`config.mk`:
```
export PLATFORM = sky130hd
export DESIGN_NAME = alu_scheduler
export DESIGN_NICKNAME = d
export VERILOG_FILES = /design/src/rtl/alu_scheduler_pkg.sv /design/src/rtl/alu_scheduler_rr_arbiter.sv /design/src/rtl/alu_scheduler.sv
export SDC_FILE = /design/constraint.sdc
export NUM_CORES = 1
export LEC_CHECK = 0
export CAP_MARGIN = 20
export CORE_AREA = 2 2 166 168
export DETAILED_ROUTE_END_ITERATION = 8
export DIE_AREA = 0 0 168 170
export GPL_ROUTABILITY_DRIVEN = 0
export HOLD_SLACK_MARGIN = 0.06
export SYNTH_ARGS = -nofsm -noshare
export SYNTH_HDL_FRONTEND = slang
export SYNTH_SLANG_ARGS = --single-unit
```
`constraint.sdc`:
```
create_clock -name clk -period 6.3 [get_ports clk]
set_input_delay 1.26 -clock clk [delete_from_list [all_inputs] [get_ports clk]]
set_output_delay 1.26 -clock clk [all_outputs]
set_load 0.01 [all_outputs]
```
`src/rtl/alu_scheduler_pkg.sv`:
```
// Shared widths, opcodes and key helper for the ALU scheduler and its requesters.
// KEY_SIZE = 3 leaves room for up to six requesters plus the idle key and one spare.
package alu_scheduler_pkg;

    localparam int unsigned KEY_SIZE     = 3;
    localparam int unsigned OPCODE_SIZE  = 4;
    localparam int unsigned OPERAND_SIZE = 32;
    localparam int unsigned ALU_TIMEOUT  = 16;

    typedef enum logic [OPCODE_SIZE-1:0] {
        OpAdd = 4'd0,
        OpSub = 4'd1,
        OpAnd = 4'd2,
        OpOr  = 4'd3,
        OpXor = 4'd4
    } alu_op_e;

    // Requester i owns key i+1; key 0 marks an idle ALU slot.
    function automatic logic [KEY_SIZE-1:0] key_of(input int unsigned idx);
        return KEY_SIZE'(idx + 1);
    endfunction

endpackage

```
`src/rtl/alu_scheduler_rr_arbiter.sv`:
```
// Round-robin arbiter: one-hot grant to the first request at or after ptr, wrapping.
// ptr moves past the winner only when the caller reports that the grant was taken.
module rr_arbiter #(
    parameter int unsigned n = 4
) (
    input  logic         clk,
    input  logic         rst,
    input  logic         clr,
    input  logic [n-1:0] req,
    input  logic         advance,
    output logic [n-1:0] grant
);

    localparam int unsigned PtrW = (n > 1) ? $clog2(n) : 1;

    logic [PtrW-1:0] ptr_q, ptr_d;
    logic [n-1:0]    upper;
    logic            found;

    always_comb begin
        grant = '0;
        upper = '0;
        found = 1'b0;
        ptr_d = ptr_q;
        for (int i = 0; i < int'(n); i++) begin
            upper[i] = req[i] && (i >= int'(ptr_q));
        end
        // Requests at or above ptr first, then wrap to the bottom.
        for (int i = 0; i < int'(n); i++) begin
            if (!found && upper[i]) begin
                grant[i] = 1'b1;
                found    = 1'b1;
                ptr_d    = PtrW'((i + 1) % int'(n));
            end
        end
        for (int i = 0; i < int'(n); i++) begin
            if (!found && req[i]) begin
                grant[i] = 1'b1;
                found    = 1'b1;
                ptr_d    = PtrW'((i + 1) % int'(n));
            end
        end
        if (!advance) begin
            ptr_d = ptr_q;
        end
    end

    always_ff @(posedge clk or posedge rst) begin
        if (rst) begin
            ptr_q <= '0;
        end else if (clr) begin
            ptr_q <= '0;
        end else begin
            ptr_q <= ptr_d;
        end
    end

endmodule

```
`src/rtl/alu_scheduler.sv`:
```
// Shares one pipelined keyed ALU between requesters: round-robin issue, keyed result
// routing, one outstanding op per requester and a per-requester timeout watchdog.
module alu_scheduler
    import alu_scheduler_pkg::*;
#(
    parameter int unsigned ninputs = 4,
    parameter int unsigned timeout = ALU_TIMEOUT
) (
    input  logic                              clk,
    input  logic                              rst,
    input  logic                              clr,
    input  logic                              en,
    input  logic [ninputs-1:0]                req_valid_i,
    output logic [ninputs-1:0]                req_ready_o,
    input  logic [ninputs*OPCODE_SIZE-1:0]    req_op_i,
    input  logic [ninputs*OPERAND_SIZE-1:0]   req_A_i,
    input  logic [ninputs*OPERAND_SIZE-1:0]   req_B_i,
    output logic [ninputs-1:0]                rsp_valid_o,
    output logic [OPERAND_SIZE-1:0]           rsp_O_o,
    output logic [ninputs-1:0]                timeout_o,
    output logic                              err_o,
    output logic [KEY_SIZE-1:0]               alu_key_o,
    output logic [OPCODE_SIZE-1:0]            alu_op_o,
    output logic [OPERAND_SIZE-1:0]           alu_A_o,
    output logic [OPERAND_SIZE-1:0]           alu_B_o,
    input  logic [KEY_SIZE-1:0]               alu_key_i,
    input  logic [OPERAND_SIZE-1:0]           alu_O_i
);

    localparam int unsigned TmrW = $clog2(timeout);
    localparam logic [TmrW-1:0] TmrLast = TmrW'(timeout - 1);

    logic [ninputs-1:0]      busy_q;
    logic [TmrW-1:0]         tmr_q [ninputs];
    logic [ninputs-1:0]      eligible, grant, issue, hit, expire;
    logic                    any_issue, stray;
    logic [KEY_SIZE-1:0]     sel_key;
    logic [OPCODE_SIZE-1:0]  sel_op;
    logic [OPERAND_SIZE-1:0] sel_a, sel_b;

    assign eligible = req_valid_i & ~busy_q & {ninputs{en}};

    rr_arbiter #(
        .n (ninputs)
    ) u_arb (
        .clk     (clk),
        .rst     (rst),
        .clr     (clr),
        .req     (eligible),
        .advance (any_issue),
        .grant   (grant)
    );

    // Ready is forced low during reset/clear so no requester sees a phantom transfer.
    assign req_ready_o = (rst || clr) ? '0 : grant;
    assign issue       = req_ready_o & req_valid_i;
    assign any_issue   = |issue;

    always_comb begin
        sel_key = '0;
        sel_op  = '0;
        sel_a   = '0;
        sel_b   = '0;
        hit     = '0;
        expire  = '0;
        for (int i = 0; i < int'(ninputs); i++) begin
            if (issue[i]) begin
                sel_key = key_of(i);
                sel_op  = req_op_i[i*OPCODE_SIZE +: OPCODE_SIZE];
                sel_a   = req_A_i[i*OPERAND_SIZE +: OPERAND_SIZE];
                sel_b   = req_B_i[i*OPERAND_SIZE +: OPERAND_SIZE];
            end
            hit[i]    = busy_q[i] && (alu_key_i == key_of(i));
            // A result arriving on the last timer cycle beats the watchdog.
            expire[i] = busy_q[i] && !hit[i] && (tmr_q[i] == TmrLast);
        end
        stray = (alu_key_i != '0) && (hit == '0);
    end

    always_ff @(posedge clk or posedge rst) begin
        if (rst) begin
            alu_key_o   <= '0;
            alu_op_o    <= '0;
            alu_A_o     <= '0;
            alu_B_o     <= '0;
            rsp_valid_o <= '0;
            rsp_O_o     <= '0;
            timeout_o   <= '0;
            err_o       <= 1'b0;
            busy_q      <= '0;
            for (int i = 0; i < int'(ninputs); i++) tmr_q[i] <= '0;
        end else if (clr) begin
            alu_key_o   <= '0;
            alu_op_o    <= '0;
            alu_A_o     <= '0;
            alu_B_o     <= '0;
            rsp_valid_o <= '0;
            rsp_O_o     <= '0;
            timeout_o   <= '0;
            err_o       <= 1'b0;
            busy_q      <= '0;
            for (int i = 0; i < int'(ninputs); i++) tmr_q[i] <= '0;
        end else begin
            alu_key_o <= sel_key;
            if (any_issue) begin
                alu_op_o <= sel_op;
                alu_A_o  <= sel_a;
                alu_B_o  <= sel_b;
            end
            rsp_valid_o <= hit;
            if (|hit) begin
                rsp_O_o <= alu_O_i;
            end
            timeout_o <= expire;
            err_o     <= stray;
            for (int i = 0; i < int'(ninputs); i++) begin
                if (issue[i]) begin
                    busy_q[i] <= 1'b1;
                    tmr_q[i]  <= '0;
                end else if (hit[i] || expire[i]) begin
                    busy_q[i] <= 1'b0;
                    tmr_q[i]  <= '0;
                end else if (busy_q[i]) begin
                    tmr_q[i] <= tmr_q[i] + TmrW'(1);
                end
            end
        end
    end

endmodule

```
==> impl_metrics.ini <==
[sta]
fin_crit_ns = 4.86
setup_ws_ns = 1.44
hold_viol = 0
maxSlewHeadroom_pct = 37.0
drv_slew = 0
rsz0062_at_grt = no
setup_viol = 0
skew_ns = 0.0131
clock.fmax_mhz = 206
fin_tns_setup_ns = 0
worst_slew_pin_slew_ns = 0.945
min_period_over_period_pct = 77.1

[routing]
wirelength_um = 30700
vias = 7358
first_iter_violations = 398
route.detailed.drc = 0
via_per_inst = 4.98
wire_per_inst_um = 20.8
antenna_left = 0
first_pass_iters = 5

[synth]
ys_warn_count = 0
synth_edf_count = 0
syn_inst = 719
ys_async_sr_fraction_pct = 100
synth_cell_type_count = 57
netlist_area_um2 = 7000
syn_avg_cell_area_um2 = 9.73
synthesis.nets = 1038
synth_top_cell_by_area = dfrtp_1
yosysTopAreaCellShare_pct = 47.9
ys.flop_type = dfrtp_1
synth_seq_area_share_pct = 47.9
ys_seq_elements = 134
synth_area_leaders = dfrtp_1 (48%), a22oi_1 (14%), o211ai_1 (10%)

[clock_tree]
cts_inserted_buffers = 17
ctsHoldBuffers = 0
clock-sinks = 134
cts_resized = 0
cts_setup_buffers = 0
cts_tree = built
cts-root-buf = clkbuf_16
htree_levels = 4
clkLatencyLatePin_ns = 0.42
clockBufferDepth = 2
path_clk_slew_ns = 0.06

[die]
core_area_um2 = 26700
rows = 60
num_io_pins = 431
dieArea_um2 = 28600
chipHeight_um = 170
die_x_um = 168
initial_core_util_pct = 26.2

[grt]
antenna_found_initial = 3
grt_max_degree = 71
grt_pass1_vias = 7430
grt_remaining_overflow = 0
grt_pass1_wl_um = 46000
grt_usage_pct = 21.1

[pwr]
ir_drop_uv = 114
p_leak_uw = 0.00479
power_density_nw_per_um2 = 209

[worst_setup_path]
worst_path_max_delay_cell = clkdlybuf4s50_1
crit_arrival_ns = 3.60
crit_type = in2out
slowest_delay_ns = 0.67
cp_max_fo = 17
path_common_cell = clkdlybuf4s50_1
required_ns = 5.04
crit_path_start_kind = input port
crit_chain = clkdlybuf4s50_1 > or2_1 > a21o_1 > nor3_4 > clkdlybuf4s50_1
crit_path_end_kind = primary output

[cells_and_area]
area_growth_pct = 74.4
seq_area_um2 = 3350
final_core_util_pct = 45.8
fillers = 2596
drive_above_1_share_pct = 5.64
final_area_um2 = 12200
multi_input_area_um2 = 3110
final_nets = 1441

[place]
place_ws_ns = 1.45
io_buffer_count = 430
placed_area_um2 = 11600
hpwl_um = 22600

[status]
status = finished clean

[min_path]
hold_class = reg2reg

[run]
cap_violations = 0
-- critical path, delay by kind of cell --
kind,cells,cell delay (ns)
AOI/OAI and AO/OA,1,0.40
buffers and inverters,2,1.32
and+or+nand+nor,2,0.62
-- registers in the layout, indices dropped and copies added, names as in the netlist, 3 cells and up --
name and count:
rsp_O_o 32, alu_op_o 4, busy_q 4, alu_key_o 3, alu_A_o 32, timeout_o 4, alu_B_o 32, tmr_q 16
rsp_valid_o 4
-- area by class of cell --
| class | count | share of cell area, % |
|---|---|---|
| timing repair buffer | 442 | 36.0 |
| clock buffer | 18 | 3.52 |
| inverter | 78 | 2.44 |
| clock inverter | 14 | 1.55 |
| multi-input combinational | 449 | 25.5 |
| antenna | 2 | 0.0410 |
| sequential | 134 | 27.5 |
| tap | 341 | 3.50 |
-- kinds of logic after synthesis --
kind of cell    count (synthesis)  share of synthesized area [%]
compound gates                275                           30.9
simple gates                  157                           10.7
buf+inv                       136                           8.12
flops                         134                           47.9
xor+xnor                        9                           1.13
mux                             4                          0.590
fa+ha+maj                       4                          0.715
-- where the power goes --
part           internal, uW  switching (uW)
sequential              913            36.7
clock                   636             427
combinational           315             217
-- path summary, 6_finish.rpt --
check	from	endpoint	slack, ns	cells past startpoint
max in group asynchronous	rst	alu_A_o[27]	3.82	3
min in group asynchronous	rst	timeout_o[0]	1.37	2
min	rsp_O_o[18]	rsp_O_o[18]	0.46	2
min reg2reg	rsp_O_o[18]	rsp_O_o[18]	0.46	2
max reg2reg	u_arb.ptr_q[1]	alu_B_o[15]	3.50	6
max	clr	req_ready_o[2]	1.44	5
-- synthesized netlist by cell type, drive strengths merged, types with 6 or more instances --
cell type	count
nand2	77
clkbuf	25
buf	33
nor3	12
nand3	8
a22oi	126
a2111oi	6
inv	78
nand2b	7
o211ai	97
o2bb2ai	6
nor2	23
xor2	6
dfrtp	134
a21oi	7
-- metal layers --
metal / global-route usage (%) / share of wire, % / up-vias
met4: 7.15 / 2.4 / 2
met1: 24.5 / 40 / 3563
li1: - / - / 3488
met3: 7.40 / 8.4 / 34
met5: 0 / 0.042 / -
met2: 36.2 / 49 / 271
-- placed cells by master, fill, tap and decap left out, drive strengths merged, types with 3 or more instances in the layout --
cell type	n
clkdlybuf4s50	430
dfrtp	134
a22oi	126
o211ai	97
inv	84
nand2	77
nor2	23
clkbuf	18
buf	12
nor3	12
nand3	8
nand2b	7
a21oi	7
xor2	6
o2bb2ai	6
a2111oi	6
nand4	5
a211oi	5
nor4	5
a2bb2oi	5
nor2b	4
nor3b	4
ha	4
o21ai	3
a211o	3
xnor2	3
mux2i	3
clkinv	3
bufinv	3
-- metrics by stage --
| stage | power (uW) | hold WS, ns | cells |
|---|---|---|---|
| floorplan | 1140 | 0.505 | 719 |
| global placement | 1500 | 0.448 | 1444 |
| detailed placement | 1500 | 0.455 | 1444 |
| CTS | 2590 | 0.469 | 1476 |
| global route | 2660 | 0.497 | 1478 |
| finish | 2550 | 0.464 | 1478 |
(Power assumes the default switching activity.)
